## src/rtl/terminal_fifo_pkg.sv

```systemverilog
// Shared constants for the terminal byte buffer: data width, flag-word bit
// positions as seen by Forth through the io_addr[13] status word, and the
// sticky-flag update rule.
package terminal_fifo_pkg;

  localparam int TERM_DW = 8;

  // Flag-word bit positions
  localparam int FLAG_TX_READY    = 0;
  localparam int FLAG_RX_VALID    = 1;
  localparam int FLAG_RANDOM      = 2;
  localparam int FLAG_TX_OVERFLOW = 3;
  localparam int FLAG_RX_OVERFLOW = 4;

  // Sticky flag: a set in the same cycle as a clear wins.
  function automatic logic sticky_next(input logic cur, input logic set, input logic clr);
    return set | (cur & ~clr);
  endfunction

endpackage

```

## src/rtl/terminal_fifo_byte_fifo.sv

```systemverilog
// Circular byte FIFO with show-ahead head. Storage is a plain array read
// combinationally from the registered read pointer, so it maps to LUT RAM or
// flops rather than a read-latency block RAM. The array is never cleared;
// an empty FIFO presents 8'h00 at its head instead.
module byte_fifo
  import terminal_fifo_pkg::*;
#(
  parameter int DEPTH = 16,
  parameter int AW    = $clog2(DEPTH)
) (
  input  logic               clk,
  input  logic               reset,
  input  logic               push,
  input  logic [TERM_DW-1:0] push_data,
  input  logic               pop,
  output logic [TERM_DW-1:0] head,
  output logic [AW:0]        count,
  output logic               full,
  output logic               empty
);

  localparam logic [AW:0] FULL_COUNT = (AW + 1)'(DEPTH);

  logic [TERM_DW-1:0] mem [DEPTH];
  logic [AW-1:0]      wr_ptr;
  logic [AW-1:0]      rd_ptr;
  logic               push_ok;
  logic               pop_ok;

  assign full    = (count == FULL_COUNT);
  assign empty   = (count == '0);
  assign pop_ok  = pop & ~empty;
  assign push_ok = push & (~full | pop_ok);
  assign head    = empty ? '0 : mem[rd_ptr];

  // Storage write; deliberately not reset so buffered bytes are simply abandoned
  always_ff @(posedge clk) begin
    if (push_ok) mem[wr_ptr] <= push_data;
  end

  // Pointers and occupancy; pointers wrap naturally since DEPTH is a power of 2
  always_ff @(posedge clk or posedge reset) begin
    if (reset) begin
      wr_ptr <= '0;
      rd_ptr <= '0;
      count  <= '0;
    end else begin
      if (push_ok) wr_ptr <= wr_ptr + AW'(1);
      if (pop_ok)  rd_ptr <= rd_ptr + AW'(1);
      case ({push_ok, pop_ok})
        2'b10:   count <= count + (AW + 1)'(1);
        2'b01:   count <= count - (AW + 1)'(1);
        default: count <= count;
      endcase
    end
  end

endmodule

```

## src/rtl/terminal_fifo.sv

```systemverilog
// Terminal byte buffer between the J1 IO port and the usb_cdc app streams.
// TX: CPU pushes, USB IN handshake pops. RX: USB OUT handshake pushes, CPU
// pops. This level only holds the handshake glue and the sticky overflow flags.
module terminal_fifo
  import terminal_fifo_pkg::*;
#(
  parameter int DEPTH = 16,
  parameter int AW    = $clog2(DEPTH)
) (
  input  logic               clk,
  input  logic               reset,
  input  logic               cpu_tx_wr,
  input  logic [TERM_DW-1:0] cpu_tx_data,
  input  logic               cpu_rx_rd,
  output logic [TERM_DW-1:0] cpu_rx_data,
  input  logic               cpu_flags_clr,
  output logic               tx_ready,
  output logic               rx_valid,
  output logic               tx_overflow,
  output logic               rx_overflow,
  output logic [AW:0]        tx_level,
  output logic [AW:0]        rx_level,
  output logic [TERM_DW-1:0] usb_in_data,
  output logic               usb_in_valid,
  input  logic               usb_in_ready,
  input  logic [TERM_DW-1:0] usb_out_data,
  input  logic               usb_out_valid,
  output logic               usb_out_ready
);

  logic tx_full, tx_empty, rx_full, rx_empty;
  logic tx_pop, rx_push;
  logic tx_over_set, rx_over_set;

  // Status comes only from registered counts, so usb_out_ready never depends
  // combinationally on usb_out_valid.
  assign tx_ready      = ~tx_full;
  assign usb_in_valid  = ~tx_empty;
  assign rx_valid      = ~rx_empty;
  assign usb_out_ready = ~rx_full;

  assign tx_pop  = usb_in_valid & usb_in_ready;
  assign rx_push = usb_out_valid & usb_out_ready;

  // A push into a full FIFO is only lost when no pop frees a slot that cycle.
  // RX push is gated by usb_out_ready, so its flag only fires if that gating is bypassed.
  assign tx_over_set = cpu_tx_wr & tx_full & ~tx_pop;
  assign rx_over_set = rx_push & rx_full & ~(cpu_rx_rd & rx_valid);

  byte_fifo #(.DEPTH(DEPTH), .AW(AW)) u_tx_fifo (
    .clk       (clk),
    .reset     (reset),
    .push      (cpu_tx_wr),
    .push_data (cpu_tx_data),
    .pop       (tx_pop),
    .head      (usb_in_data),
    .count     (tx_level),
    .full      (tx_full),
    .empty     (tx_empty)
  );

  byte_fifo #(.DEPTH(DEPTH), .AW(AW)) u_rx_fifo (
    .clk       (clk),
    .reset     (reset),
    .push      (rx_push),
    .push_data (usb_out_data),
    .pop       (cpu_rx_rd),
    .head      (cpu_rx_data),
    .count     (rx_level),
    .full      (rx_full),
    .empty     (rx_empty)
  );

  // Sticky overflow flags; set beats clear in the same cycle
  always_ff @(posedge clk or posedge reset) begin
    if (reset) begin
      tx_overflow <= 1'b0;
      rx_overflow <= 1'b0;
    end else begin
      tx_overflow <= sticky_next(tx_overflow, tx_over_set, cpu_flags_clr);
      rx_overflow <= sticky_next(rx_overflow, rx_over_set, cpu_flags_clr);
    end
  end

endmodule

```

## config.mk

```make
export PLATFORM = sky130hd
export DESIGN_NAME = terminal_fifo
export DESIGN_NICKNAME = d
export VERILOG_FILES = /design/src/rtl/terminal_fifo_pkg.sv /design/src/rtl/terminal_fifo_byte_fifo.sv /design/src/rtl/terminal_fifo.sv
export SDC_FILE = /design/constraint.sdc
export NUM_CORES = 1
export LEC_CHECK = 0
export BUFFER_PORTS_ARGS = -buffer_cell sky130_fd_sc_hd__buf_2
export CAP_MARGIN = 40
export CELL_PAD_IN_SITES_DETAIL_PLACEMENT = 0
export CELL_PAD_IN_SITES_GLOBAL_PLACEMENT = 2
export CORE_MARGIN = 1
export CORE_UTILIZATION = 48
export DETAILED_ROUTE_END_ITERATION = 6
export PLACE_DENSITY_LB_ADDON = 0.25
export SLEW_MARGIN = 20
export SYNTH_ARGS = -nofsm -noshare
export SYNTH_HDL_FRONTEND = slang
export SYNTH_SLANG_ARGS = --single-unit
```

## constraint.sdc

```tcl
create_clock -name clk -period 6.7 [get_ports clk]
set_clock_uncertainty 0.2 [all_clocks]
set_input_delay 1.34 -clock clk [delete_from_list [all_inputs] [get_ports clk]]
set_output_delay 1.34 -clock clk [all_outputs]
set_load 0.02 [all_outputs]
```

After elaboration in Yosys (flattened, before gate mapping)
Memories as Yosys holds them, arrays and structs flattened.
Index checks and enable logic that the tools add are counted.
- memories: 2
- output and inout bits: 32
- word-level logic and storage cells: 59
- flip-flop bits (word level): 28
- RAM bits: 256
- equality and inequality tests: 6
- bitwise operators: 23
- muxes and demuxes: 8
- reduce and logical (&&, ||, !) cells: 4
- $add $sub $neg: 8
- memory list (memory ; words ; width ; rd ports ; clocked after memory_dff ; write ports ; RTL line ; text):
    u_rx_fifo.mem ; 16 ; 8 ; 1 ; 0 ; 1 ; terminal_fifo_byte_fifo.sv:24 ; logic [TERM_DW-1:0] mem [DEPTH];
    u_tx_fifo.mem ; 16 ; 8 ; 1 ; 0 ; 1 ; terminal_fifo_byte_fifo.sv:24 ;
- operator list (kind ; number):
    $pmux W5 S2 ; 2
    $add A4 B1 Y4 const B ; 4
    $mux W8 ; 2
    $and A1 B1 Y1 ; 12
    $add A5 B1 Y5 const B ; 2
    $eq A5 B5 Y1 const B ; 2
    $logic_not A5 Y1 ; 2
    $sub A5 B1 Y5 const B ; 2
    $not A1 Y1 ; 7
    $eq A2 B1 Y1 const B ; 2
    $eq A2 B2 Y1 const B ; 2
    $mux W1 ; 4
    $or A1 B1 Y1 ; 4
    $reduce_bool A2 Y1 ; 2

Longest topological paths before layout
Gate-level depths: netlist of run 1.
- word-level depth: 8
- depth in mapped cells: 13
- mapped depth without buffers: 11

Modules after synthesis
A second synthesis of run 1 with hierarchy kept.
- cells, all modules: 627
- area total of the unflattened synthesis: 11766.3 um2
- by module, submodules not included (module ; seq. area each (um2) ; area an instance (um2) ; instances ; cells an instance):
    byte_fifo ; 4169.0 ; 5825.6 ; 2 ; 307
    terminal_fifo ; 50.0 ; 115.1 ; 1 ; 13

Worst setup path before layout of run 1
Ideal clock, no wire load.
- kind: input port to flip-flop
- start: input usb_out_valid
- end: register u_rx_fifo.count[4]
- library setup time: 0.135 ns
- required time: 6.365 ns
- stages on the path: 10
- data arrival time: 3.253 ns
- setup slack: 3.112 ns
- path buffers: 1
- path through: a21boi_1 > inv_1 > ha_1 > clkbuf_1 > xor2_1 > ha_1 > or2_2 > a31oi_1 > o31ai_1 > xor2_1
- cells in the longest elaborated chain, start to end: 4
- elaborated cells on any way between the ends: 6
- those cells by class: eq/ne (2); mux (1); bitwise (2); reduce/logical (1)
- ends and longest elaborated chain (what ; RTL line ; text):
    start, declared ; terminal_fifo.sv:27 ; input logic usb_out_valid,
    $and A1 B1 Y1 * ; terminal_fifo.sv:43 ; assign rx_push = usb_out_valid & usb_out_ready;
    $and A1 B1 Y1 * ; terminal_fifo_byte_fifo.sv:33 ; assign push_ok = push & (~full | pop_ok);
    $eq A2 B1 Y1 / $eq A2 B2 Y1 (equally long branches) ; terminal_fifo_byte_fifo.sv:50 ; case ({push_ok, pop_ok})
    $pmux W5 S2 / $reduce_bool A2 Y1 (equally long branches) ; n/a ;
    end signal, assigned ; terminal_fifo_byte_fifo.sv:51 ; 2'b10: count <= count + (AW + 1)'(1);
    end signal, assigned ; terminal_fifo_byte_fifo.sv:52 ; 2'b01: count <= count - (AW + 1)'(1);
    end signal, assigned ; terminal_fifo_byte_fifo.sv:53 ; default: count <= count;
    end, declared ; terminal_fifo_byte_fifo.sv:17 ; output logic [AW:0] count,
Every way passes the cells marked *; elsewhere a longest branch is shown, timed or not.
A chain may end at the register's enable or synchronous reset.

Final worst setup path of run 1
- start: register u_tx_fifo.rd_ptr[1]
- end: output usb_in_data[7]
- cells in the longest elaborated chain, start to end: 2
- ends and longest elaborated chain (what ; RTL line ; text):
    start, declared ; terminal_fifo_byte_fifo.sv:26 ; logic [AW-1:0] rd_ptr;
    start signal, assigned ; terminal_fifo_byte_fifo.sv:49 ; if (pop_ok) rd_ptr <= rd_ptr + AW'(1);
    $mem_v2 Z16 W8 ; n/a ;
    $mux W8 ; terminal_fifo_byte_fifo.sv:34 ; assign head = empty ? '0 : mem[rd_ptr];
    end, declared ; terminal_fifo.sv:23 ; output logic [TERM_DW-1:0] usb_in_data,
No other way between the ends.

==> results of run 1 <==
==> cell usage after synthesis (all sizes together) <==
cell / instances
edfxtp: 256
mux4: 64
dfrtp: 28
nor2: 27
buf: 21
o21ai: 21
mux2: 20
clkbuf: 19
nand2: 18
a21oi: 17
mux2i: 17
ha: 15
nand3: 12
nor3: 12
xnor2: 12
inv: 10
xor2: 10
and3: 6
nand2b: 6
and2: 3
nor4: 3
a32oi: 2
nand3b: 2
nand4: 2
o31ai: 2
or2: 2
a211oi: 1
a21bo: 1
a21boi: 1
a21o: 1
a311o: 1
a311oi: 1
a31oi: 1
and3b: 1
nand4b: 1
nor2b: 1
nor3b: 1
o211ai: 1
o221ai: 1
o22ai: 1
o311ai: 1
o32ai: 1
or4: 1
==> cell families (layout without fill, tap and decap cells) <==
group	count (synthesis)	after routing	synth area share, %
AOI/OAI and AO/OA	54	54	2.90
xor gates and xnor gates	22	22	1.65
adders and majority gates	15	15	1.61
buffers and inverters	50	150	1.92
DFF	284	284	72.0
muxes	101	101	15.8
and+or+nand+nor	98	98	4.13
==> registers in the layout, indices dropped and copies added, names as in the netlist <==
register,flops
u_tx_fifo.rd_ptr,4
u_tx_fifo.wr_ptr,4
rx_overflow,1
u_rx_fifo.rd_ptr,4
u_tx_fifo.mem,128
u_tx_fifo.count,5
u_rx_fifo.wr_ptr,4
u_rx_fifo.mem,128
u_rx_fifo.count,5
tx_overflow,1
==> layout make-up <==
cell class	count	area, um^2	share of cell area, %
Clock buffer	49	893	6.69
Clock inverter	7	62.6	0.468
Inverter	10	37.5	0.281
Multi-Input combinational cell	290	3060	22.9
Sequential cell	284	8390	62.8
Tap cell	319	399	2.99
Timing Repair Buffer	84	515	3.86
==> worst max path at each step <==
stage | slack, ns | end | from | cells after the start
2_1_floorplan | 3.11 | u_rx_fifo.count[4]$_DFFE_PP0P_ | usb_out_valid | 10
3_3_place_gp | 2.64 | usb_in_data[7] | u_tx_fifo.rd_ptr[1]$_DFFE_PP0N_ | 5
3_5_place_dp | 2.79 | u_rx_fifo.count[4]$_DFFE_PP0P_ | usb_out_valid | 10
4_1_cts | 2.25 | cpu_rx_data[7] | u_rx_fifo.rd_ptr[1]$_DFFE_PP0P_ | 6
5_1_grt | 2.13 | cpu_rx_data[3] | u_rx_fifo.rd_ptr[1]$_DFFE_PP0P_ | 6
6_report | 2.30 | usb_in_data[7] | u_tx_fifo.rd_ptr[1]$_DFFE_PP0N_ | 6
==> cells in the final DEF (no fill, tap or decap), types with 13 or more instances in the layout <==
master     instances
mux2_2            19
clkbuf_16         31
dfrtp_1           27
buf_2             54
a21oi_1           17
o21ai_0           20
clkbuf_1          13
nor2_1            26
mux2i_1           17
mux4_2            64
edfxtp_1         256
ha_1              15
buf_4             28
nand2_1           18
==> power by group <==
group / internal, mW / leakage, nW / switching, mW / total (mW)
Clock: 0.944 / 0.461 / 0.642 / 1.59
Sequential: 2.17 / 2.64 / 0.242 / 2.42
Combinational: 0.841 / 1.46 / 0.964 / 1.80
==> layer usage <==
metal / up-vias / wire [um]
met5: - / 0
met3: 36 / 795
li1: 2629 / -
met1: 3061 / 10400
met4: 0 / 474
met2: 116 / 11700
==> impl_metrics.tcl, run 1 <==
set metrics [dict create \
    status "finished, final reports clean" \
    pre_cts_ws_ns 2.79 \
    slew_headroom_pct 44.3 \
    path_clk_slew_ns 0.06 \
    place_congestion 0.734 \
    max_stage_delay_ns 0.64 \
    fp.coreArea_um2 23600 \
    ys_types 48 \
    setup_ws_ns 2.30 \
    min-delay-start "rx_overflow$_DFF_PP0_" \
    worstPathRequired_ns 5.16 \
    drt_iter0_drc 481 \
    rows 56 \
    boundaryPins 55 \
    ir_drop_v 0.000230 \
    hold_buffers 0 \
    finalSetupTns_ns 0 \
    path_cells "buf_12 -> mux4_2 -> mux2_2 -> o21ai_0 -> a21oi_1 -> buf_2" \
    grt_start_max_net_pins 31 \
    wl_um 23400 \
    clkSinkCount 284 \
    final_core_util_pct 56.6 \
    drive_gt1_share_pct 30.1 \
    clockRootBuffer "clkbuf_16" \
    cp_slowest_cell "dfrtp_2" \
    critical_path_class "register to output port" \
    crit_family "multiplexers" \
    worstPathArrival_ns 2.86 \
    antenna_left 0 \
    placed_cell_area_um2 12400 \
    vias 5842 \
    cts_buffers 31 \
    clk_latency_ns 0.55 \
    routedWlPerCell_um 22.4 \
    fin_crit_sh_pct 65.7 \
    yosysWarnings 0 \
    power.leakage_nw 4.57 \
    path_max_fanout 20 \
    synth_top_area_share_pct 66.0 \
    fin_hold_ws_ns 0.313 \
    yosys.area.top_type "edfxtp_1" \
    drv_slew 0 \
    totalPowerFinal_mw 5.81 \
    die_h_um 158 \
    detail_route.first_pass.iterations 5 \
    period_needed_ns 4.40 \
    fin_area_um2 13400 \
    placed_cells 982 \
    overflow 0 \
    track_usage_pct 19.6 \
    grt_pass1_wl_um 35900 \
    finalHoldViolCount 0 \
    nFillCells 1849 \
    hold_path_depth 1 \
    die_area_um2 24900 \
    met3_usage_pct 3.01 \
    r2r-start "u_rx_fifo.count[1]$_DFFE_PP0P_" \
    syn_avg_cell_area_um2 18.7 \
    instances_no_fill 1043 \
    cts_tree "built" \
    area_growth_pct 14.7 \
    finalSetupViolations 0 \
    io_buffers 54 \
    use_met2_pct 32.3 \
    reg2reg_to "u_rx_fifo.count[4]$_DFFE_PP0P_" \
    rrSetupSlack_ns 3.08 \
    dp_hpwl_um 15000 \
    diodes 0 \
    seq_area_frac_synth_pct 72.0 \
    syn_inst 624 \
    worstSetupEndpointType "output port" \
    synth.area.top_cells "edfxtp_1 66%, mux4_2 12%, dfrtp_1 6.0%" \
    clk_path_buf_depth 3 \
    antenna_found_initial 0 \
    gr-max-usage-layer "met2" \
    drc_errors 0 \
    rr_worst_depth 11 \
    die_width_um 158 \
    first_global_vias 6072 \
    hold_end "rx_overflow$_DFF_PP0_" \
    vias_per_cell 5.60 \
    cp-start-kind "register" \
    worst_slew_pin_slew_ns 0.831 \
    post_cts_buffers 0 \
    fmax_ghz 0.227 \
    rsz0062_at_grt "false" \
    ys_seq_elements 284 \
    met1_usage_pct 27.4 \
    hold_path.class "register to register" \
    cts_resized 0 \
    finalNetCount 739 \
    crit_buf_inv 2 \
    cap_viol_max_count 0 \
    power_density_nw_per_um2 435 \
    initial_core_util_pct 49.3 \
    synthesis.area_um2 11600 \
    syn_nets 662 \
    cts_htree_levels 1 \
]
No activity file was read; power rests on OpenSTA's default activity.
==> inputs of run 2 (changes only) <==
--- a/config.mk
+++ b/config.mk
@@ -5,12 +5,13 @@
 export SDC_FILE = /design/constraint.sdc
 export NUM_CORES = 1
 export LEC_CHECK = 0
+export ABC_AREA = 1
 export BUFFER_PORTS_ARGS = -buffer_cell sky130_fd_sc_hd__buf_2
 export CAP_MARGIN = 40
 export CELL_PAD_IN_SITES_DETAIL_PLACEMENT = 0
 export CELL_PAD_IN_SITES_GLOBAL_PLACEMENT = 2
 export CORE_MARGIN = 1
-export CORE_UTILIZATION = 48
+export CORE_UTILIZATION = 39
 export DETAILED_ROUTE_END_ITERATION = 6
 export PLACE_DENSITY_LB_ADDON = 0.25
 export SLEW_MARGIN = 20
==> constraint.sdc (replaced) <==
create_clock -name clk -period 3.7 [get_ports clk]
set_clock_uncertainty 0.2 [all_clocks]
set_input_delay 0.74 -clock clk [delete_from_list [all_inputs] [get_ports clk]]
set_output_delay 0.74 -clock clk [all_outputs]
set_load 0.02 [all_outputs]
==> impl_metrics.tcl, run 2 <==
set metrics [dict create \
    clockRootBuffer "clkbuf_16" \
    critical_path_class "register to output port" \
    antenna_found_initial 0 \
    clk_path_buf_depth 3 \
    worst_slew_pin_slew_ns 0.808 \
    fmax_ghz 0.288 \
    synthAdderAreaFrac_pct 1.59 \
    worstSetupEndpointType "output port" \
    wl_um 27100 \
    power_density_nw_per_um2 831 \
    fin_crit_sh_pct 93.9 \
    cp-start-kind "register" \
    synth_top_area_share_pct 65.2 \
    drt_iter0_drc 583 \
    die_width_um 176 \
    synthSimpleGateAreaFrac_pct 10.5 \
    ir_drop_v 0.000411 \
    yosys.area.top_type "edfxtp_1" \
    drive_gt1_share_pct 16.6 \
    area_growth_pct 16.4 \
    seq_area_frac_synth_pct 71.1 \
    fp.coreArea_um2 29700 \
    final_cell_mix "256 x edfxtp_1, 189 x nor2_1, 135 x o21ai_0, 55 x nand2_1, 54 x buf_2" \
    first_global_vias 7346 \
    period_needed_ns 3.47 \
    slew_headroom_pct 45.9 \
    synth_xor_area_share_pct 1.49 \
    die_h_um 176 \
    ys_seq_elements 284 \
    hold_buffers 0 \
    synthArstFlopShare_pct 9.86 \
    overflow 0 \
    synth_most_common_cell "edfxtp_1" \
    synth_common_cells "256 x edfxtp_1, 189 x nor2_1, 135 x o21ai_0, 55 x nand2_1, 44 x o221ai_1" \
    power.leakage_nw 4.89 \
    syn_nets 975 \
    path_clk_slew_ns 0.06 \
    syn_avg_cell_area_um2 12.6 \
    finalHoldViolCount 0 \
    nFillCells 2661 \
    status "finished, final reports clean" \
    pre_cts_ws_ns 0.707 \
    synth_compound_area_share_pct 11.5 \
    totalPowerFinal_mw 11.4 \
    grt_pass1_wl_um 42400 \
    setup_ws_ns 0.226 \
    synth.area.top_cells "edfxtp_1 65%, nor2_1 6.0%, dfrtp_1 5.9%" \
    rows 63 \
    yosysWarnings 0 \
    cap_viol_max_count 0 \
    grt_start_max_net_pins 52 \
    track_usage_pct 17.9 \
    place_congestion 0.733 \
    path_max_fanout 51 \
    fin_hold_ws_ns 0.0699 \
    cts_buffers 31 \
    ys.flop_type "edfxtp_1" \
    finalSetupViolations 0 \
    cts_htree_levels 1 \
    synth-edff-count 256 \
    finalSetupTns_ns 0 \
    worstPathRequired_ns 2.76 \
    die_area_um2 30900 \
    synth_mux_area_share_pct 0 \
    clkSinkCount 284 \
    dp_hpwl_um 17000 \
    syn_inst 937 \
    final_common_cell "edfxtp_1" \
    synthesis.area_um2 11800 \
    cts_tree "built" \
    rsz0062_at_grt "false" \
    worstPathArrival_ns 2.53 \
    hold_path.class "primary input to asynchronous set/reset pin" \
    drv_slew 0 \
    diodes 0 \
    io_buffers 54 \
    vias_per_cell 5.20 \
    vias 7452 \
    routedWlPerCell_um 18.9 \
    ys_types 32 \
    initial_core_util_pct 39.7 \
    top_regs "u_rx_fifo.mem: 128 flops, u_tx_fifo.mem: 128 flops" \
    finalNetCount 1057 \
    drc_errors 0 \
    boundaryPins 55 \
    antenna_left 0 \
    synth_top_family_by_area "compound AO/OA/AOI/OAI gates" \
    clk_latency_ns 0.56 \
    detail_route.first_pass.iterations 5 \
]
run 2: worst paths after layout:
path / endpoint / slack, ns / depth (start not counted) / start
max in group asynchronous: u_rx_fifo.rd_ptr[0]$_DFFE_PP0P_ / 2.53 / 3 / reset
setup / recovery: cpu_rx_data[1] / 0.23 / 9 / u_rx_fifo.rd_ptr[0]$_DFFE_PP0P_
hold reg to reg: rx_overflow$_DFF_PP0_ / 0.29 / 2 / rx_overflow$_DFF_PP0_
min in group clk: rx_overflow$_DFF_PP0_ / 0.16 / 2 / cpu_flags_clr
setup reg to reg: u_rx_fifo.count[4]$_DFFE_PP0P_ / 0.86 / 15 / u_rx_fifo.count[1]$_DFFE_PP0P_
hold / removal: u_tx_fifo.count[4]$_DFFE_PP0P_ / 0.07 / 2 / reset
run 2: area by class of cell:
cell class	count	area [um^2]	area share [%]
Multi-Input combinational cell	560	2960	21.6
Timing Repair Buffer	97	609	4.44
Tap cell	390	488	3.56
Sequential cell	284	8390	61.1
Clock inverter	17	236	1.72
Inverter	45	174	1.27
Clock buffer	41	863	6.29
run 2: critical path: stages (launching register included):
cell	delay, ns
dfrtp_2	0.53
clkinv_2	0.23
buf_12	0.26
o21ai_0	0.11
o22ai_1	0.18
nor2_1	0.07
nor2_1	0.08
o21ai_0	0.10
a21oi_1	0.21
buf_2	0.20
run 2: power by group:
group	switching, mW	total (mW)	internal, mW
registers	0.270	4.21	3.94
clock network	1.23	3.28	2.05
logic	2.70	3.92	1.22
total	4.20	11.4	7.21
run 2: through the flow:
stage	util (%)	cell area, um^2	std cells
2_1_floorplan	-	11800	937
3_3_place_gp	42.3	12600	1370
3_5_place_dp	42.4	12600	1372
4_1_cts	46.1	13700	1430
5_1_grt	46.2	13700	1434
6_report	46.2	13700	1434
run 2: repair_timing:
action,CTS,global route
buffers inserted,0,0
resized for setup,0,2
endpoints found under the hold margin,0,0
endpoints found under the setup margin,0,4
run 2: metal layers:
metal  global-route usage (%)  routed length (um)  vias up
li1                         -                   -     3581
met4                     4.31                 416        0
met3                     2.32                 947       34
met2                     27.2               11900      137
met1                     27.1               13800     3700
met5                        0                   0        -
run 2: cell families (layout without fill, tap and decap cells):
family | Yosys count | after routing
AOI/OAI and AO/OA | 231 | 231
adders and majority gates | 15 | 15
and+or+nand+nor | 294 | 294
buffers and inverters | 93 | 200
xor gates and xnor gates | 20 | 20
DFF | 284 | 284
